===== config.mk =====
export PLATFORM = sky130hd
export DESIGN_NAME = seq_magnitude_comparator
export DESIGN_NICKNAME = d
export VERILOG_FILES = /design/src/rtl/cmp_pkg.sv /design/src/rtl/chunk_cmp.sv /design/src/rtl/seq_magnitude_comparator.sv
export SDC_FILE = /design/constraint.sdc
export NUM_CORES = 1
export LEC_CHECK = 0
export BUFFER_PORTS_ARGS = -buffer_cell sky130_fd_sc_hd__buf_2
export CAP_MARGIN = 20
export CORE_ASPECT_RATIO = 0.6
export CORE_MARGIN = 5
export CORE_UTILIZATION = 54
export DETAILED_ROUTE_END_ITERATION = 7
export PLACE_DENSITY = 0.82
export SLEW_MARGIN = 30
export SYNTH_ARGS = -nofsm -noshare
export SYNTH_HDL_FRONTEND = slang
export SYNTH_HIERARCHICAL = 1
export SYNTH_SLANG_ARGS = --single-unit

===== constraint.sdc =====
create_clock -name clk -period 3.5 [get_ports clk]
set_input_delay 0.175 -clock clk [delete_from_list [all_inputs] [get_ports clk]]
set_output_delay 0.175 -clock clk [all_outputs]
set_load 0.01 [all_outputs]

===== src/rtl/cmp_pkg.sv =====
// Shared encodings for the sequential magnitude comparator:
// result codes and the scan FSM state type.
package cmp_pkg;
  localparam logic [1:0] CMP_EQ = 2'b00;
  localparam logic [1:0] CMP_LT = 2'b01;
  localparam logic [1:0] CMP_GT = 2'b10;

  typedef enum logic [1:0] {IDLE, SCAN, DONE} state_t;
endpackage


===== src/rtl/chunk_cmp.sv =====
// Combinational compare of one CHUNK-bit slice. With top_signed set, the MSBs
// are flipped so an unsigned compare gives two's-complement order.
module chunk_cmp
  import cmp_pkg::*;
#(
  parameter int CHUNK = 8
) (
  input  logic [CHUNK-1:0] a,
  input  logic [CHUNK-1:0] b,
  input  logic             top_signed,
  output logic [1:0]       res
);
  logic [CHUNK-1:0] a_m, b_m;

  always_comb begin
    a_m = a;
    b_m = b;
    if (top_signed) begin
      a_m[CHUNK-1] = ~a[CHUNK-1];
      b_m[CHUNK-1] = ~b[CHUNK-1];
    end
    if (a_m < b_m)      res = CMP_LT;
    else if (a_m > b_m) res = CMP_GT;
    else                res = CMP_EQ;
  end
endmodule


===== src/rtl/seq_magnitude_comparator.sv =====
// Valid/ready magnitude comparator: scans operands MSB-first, CHUNK bits per
// clock, stopping at the first differing chunk.
module seq_magnitude_comparator
  import cmp_pkg::*;
#(
  parameter int WIDTH = 32,
  parameter int CHUNK = 8
) (
  input  logic                               clk,
  input  logic                               rst,
  input  logic                               in_valid,
  output logic                               in_ready,
  input  logic [WIDTH-1:0]                   in_a,
  input  logic [WIDTH-1:0]                   in_b,
  input  logic                               in_signed,
  output logic                               out_valid,
  input  logic                               out_ready,
  output logic [1:0]                         out_result,
  output logic [$clog2(WIDTH/CHUNK+1)-1:0]   out_chunks
);
  localparam int NCHUNK = WIDTH / CHUNK;
  localparam int IW     = (NCHUNK > 1) ? $clog2(NCHUNK) : 1;
  localparam int CW     = $clog2(NCHUNK + 1);
  localparam logic [IW-1:0] IDX_TOP = IW'(NCHUNK - 1);

  if (WIDTH < 2 || CHUNK < 1 || CHUNK > WIDTH || (WIDTH % CHUNK) != 0) begin : g_bad_params
    $error("seq_magnitude_comparator: illegal WIDTH/CHUNK combination");
  end

  state_t           state, state_nxt;
  logic [WIDTH-1:0] a_q, b_q;
  logic             sgn_q;
  logic [IW-1:0]    idx;
  logic [CW-1:0]    cnt;
  logic [CHUNK-1:0] ca, cb;
  logic             top_signed;
  logic [1:0]       cres;

  assign ca         = a_q[idx*CHUNK +: CHUNK];
  assign cb         = b_q[idx*CHUNK +: CHUNK];
  assign top_signed = sgn_q && (idx == IDX_TOP);

  chunk_cmp #(.CHUNK(CHUNK)) u_chunk_cmp (
    .a          (ca),
    .b          (cb),
    .top_signed (top_signed),
    .res        (cres)
  );

  always_ff @(posedge clk) begin
    if (rst) state <= IDLE;
    else     state <= state_nxt;
  end

  always_comb begin
    state_nxt = state;
    case (state)
      IDLE:    if (in_valid) state_nxt = SCAN;
      SCAN:    if (cres != CMP_EQ || idx == '0) state_nxt = DONE;
      DONE:    if (out_ready) state_nxt = IDLE;
      default: state_nxt = IDLE;
    endcase
  end

  always_comb begin
    in_ready  = (state == IDLE);
    out_valid = (state == DONE);
  end

  // Operand latch, scan index/count and registered result.
  always_ff @(posedge clk) begin
    if (rst) begin
      a_q        <= '0;
      b_q        <= '0;
      sgn_q      <= 1'b0;
      idx        <= '0;
      cnt        <= '0;
      out_result <= CMP_EQ;
      out_chunks <= '0;
    end else begin
      case (state)
        IDLE: if (in_valid) begin
          a_q   <= in_a;
          b_q   <= in_b;
          sgn_q <= in_signed;
          idx   <= IDX_TOP;
          cnt   <= '0;
        end
        SCAN: begin
          cnt <= cnt + CW'(1);
          if (cres != CMP_EQ) begin
            out_result <= cres;
            out_chunks <= cnt + CW'(1);
          end else if (idx == '0) begin
            out_result <= CMP_EQ;
            out_chunks <= CW'(NCHUNK);
          end else begin
            idx <= idx - IW'(1);
          end
        end
        default: ;
      endcase
    end
  end
endmodule


==> impl_metrics.json <==
{
  "status": "complete, no violations",
  "finalHoldViolations": 0,
  "post_cts_resized": 0,
  "cpPeakStageDelay_ns": 0.54,
  "num_vias": 2954,
  "synth_nets": 481,
  "synth_top_area_cell": "dfxtp_1",
  "yosysWarnings": 6,
  "first_pass_iters": 4,
  "syn_area_um2": 3440,
  "postCtsHoldBufs": 0,
  "synthTopCellsByArea": "dfxtp_1 45%, nand2_1 15%, a21oi_1 11%",
  "tightest_slew_ns": 0.707,
  "synth_cell_types": 39,
  "grt_setup_unrepaired": "false",
  "io_pins": 76,
  "stdcell_count": 555,
  "die_width_um": 113,
  "r2r-start": "idx[0]",
  "slew_headroom_pct": 52.8,
  "cts_buffer_depth": 2,
  "setup_viol": 0,
  "clkLatencyLatePin_ns": 0.36,
  "fin_crit_ns": 3.23,
  "fp.coreArea_um2": 6170,
  "overflow": 0,
  "cp_max_fo": 12,
  "synth_seq_area_share_pct": 44.8,
  "multiInputGateArea_um2": 1690,
  "crit_type": "reg2reg",
  "numCtsBuffers": 9,
  "final_common_cell": "nand2_1",
  "worstPathCellList": "buf_4 -> mux4_2 -> ha_1 -> nor2b_1 -> o211ai_2 -> a21oi_1 -> o31a_1 -> nor3_2 -> a211oi_1 -> a311oi_1",
  "power_density_nw_per_um2": 584,
  "r2r_cells": 10,
  "regArea_um2": 1540,
  "viasPerCell": 5.32,
  "gp_congestion": 0.835,
  "num_rows": 22,
  "min_path_type": "in2reg",
  "finalNetCount": 545,
  "async_flop_share_pct": 0,
  "hold_ws_ns": 0.0430,
  "ant_nets": 0,
  "endpoint_kind": "flop",
  "io_buffers": 75,
  "setup_tns_ns": 0,
  "tritoncts": "done",
  "die_h_um": 71.9,
  "diodes": 0,
  "areaGrowthSynthToFinish_pct": 17.8,
  "critPathLaunchType": "flop",
  "final_cell_mix": "136 x nand2_1, 77 x dfxtp_1, 76 x a21oi_1, 75 x buf_2, 16 x mux4_2",
  "post-place-cells": 539,
  "cap_violations": 0,
  "vdd_drop_max_mv": 0.298,
  "wl_per_cell_um": 14.1,
  "remaining_drc_errors": 0,
  "start_util_pct": 55.9,
  "fp.dieArea_um2": 8130,
  "fin_worst_skew_ns": 0.00571,
  "p_leak_nw": 1.67,
  "ys.flop_type": "dfxtp_1",
  "cp_data_arrival_time_ns": 3.50,
  "layout-drive-gt1-share_pct": 25.3,
  "grt_max_degree": 68,
  "synth_edf_count": 0,
  "place_hpwl_um": 5600,
  "fillers": 520,
  "crit_start": "idx[0]",
  "crit_required_ns": 3.77,
  "cts_root_buf": "clkbuf_8",
  "drt_wl_total_um": 7810,
  "dr.first_iter.drc_count": 228,
  "fin_ws_ns": 0.267,
  "whs_path_depth": 3,
  "grt_first_pass_wirelength_um": 12900,
  "min_from": "in_b[10]",
  "grt_pass1_vias": 2858,
  "cts_setup_buffers": 0,
  "slowest_stage": "mux4_2",
  "ys_seq_elements": 77,
  "netlist.area_leader.share_pct": 44.8,
  "antenna_found_initial": 0,
  "fmax_mhz": 309,
  "cts_htree_levels": 3,
  "maxSlewViolCount": 0,
  "syn_avg_cell_area_um2": 8.57,
  "syn_inst": 402,
  "fin_crit_sh_pct": 92.4,
  "clkSinkCount": 77,
  "gr-usage-all-layers_pct": 19.9,
  "path_clk_slew_ns": 0.08,
  "fin_util_pct": 65.8,
  "place_ws_ns": 0.322
}
synthesized netlist by cell type, types with 2 or more instances:
cell type	count
nor3_1	2
nand2b_1	2
a21oi_1	76
nand4_1	2
buf_2	10
ha_1	10
o21ai_0	5
nand2_1	136
buf_4	6
nor2_1	8
dfxtp_1	77
clkbuf_1	8
buf_6	4
nor2b_1	6
inv_1	11
mux4_2	16
area by class of cell:
class                   instances  share of cell area (%)
well taps                      84                    2.59
inverters                      11                    1.02
flip-flops and latches         77                    38.0
clock buffers                  10                    3.39
repair buffers                 82                    10.5
multi-input cells             285                    41.8
clock inverters                 6                    2.71
metal layers:
metal	track usage, %	wire length [µm]
met1	26.0	3510
met2	31.3	3680
met3	6.84	531
met4	6.27	88
met5	0	0
state kept, by name, summed over array words and instances (netlist names):
register / count
b_q: 32
a_q: 32
sgn_q: 1
idx: 2
out_result: 2
out_chunks: 3
cnt: 3
state: 2
report_power, final:
| group | internal, W | switching [W] | total, W | leakage, nW |
|---|---|---|---|---|
| Combinational | 0.000238 | 0.000306 | 0.000544 | 0.917 |
| Sequential | 0.000958 | 0.0000576 | 0.00102 | 0.632 |
| Clock | 0.000491 | 0.000318 | 0.000810 | 0.119 |
| Total | 0.00169 | 0.000682 | 0.00237 | 1.67 |
worst max-delay path, delay by kind of cell (launching register included):
family                   cells  cell delay, ns
flip-flops                   1            0.34
multiplexers                 1            0.54
buffers and inverters        1            0.24
adder cells (fa/ha/maj)      1            0.33
AO/OA/AOI/OAI                5            1.04
AND/OR/NAND/NOR              2            0.64
cells by family after synthesis:
logic type / Yosys count / share of synthesized area, %
flip-flops: 77 / 44.8
AND/OR/NAND/NOR: 166 / 20.0
AO/OA/AOI/OAI: 91 / 14.3
multiplexers: 17 / 10.8
XOR/XNOR: 1 / 0.254
adder cells (fa/ha/maj): 10 / 3.63
buffers and inverters: 40 / 6.25
worst paths after layout:
check	endpoint	slack (ns)
min reg2reg	a_q[28]	0.45
max	idx[1]	0.27
min	b_q[10]	0.04
max reg2reg	idx[1]	0.27
through the flow:
step           total power [W]  area [µm²]
5_1_grt                0.00250        4060
6_report               0.00237        4060
4_1_cts                0.00238        4060
3_3_place_gp           0.00155        3810
3_5_place_dp           0.00157        3810
2_1_floorplan          0.00144        3440
(Power assumes the default switching activity.)
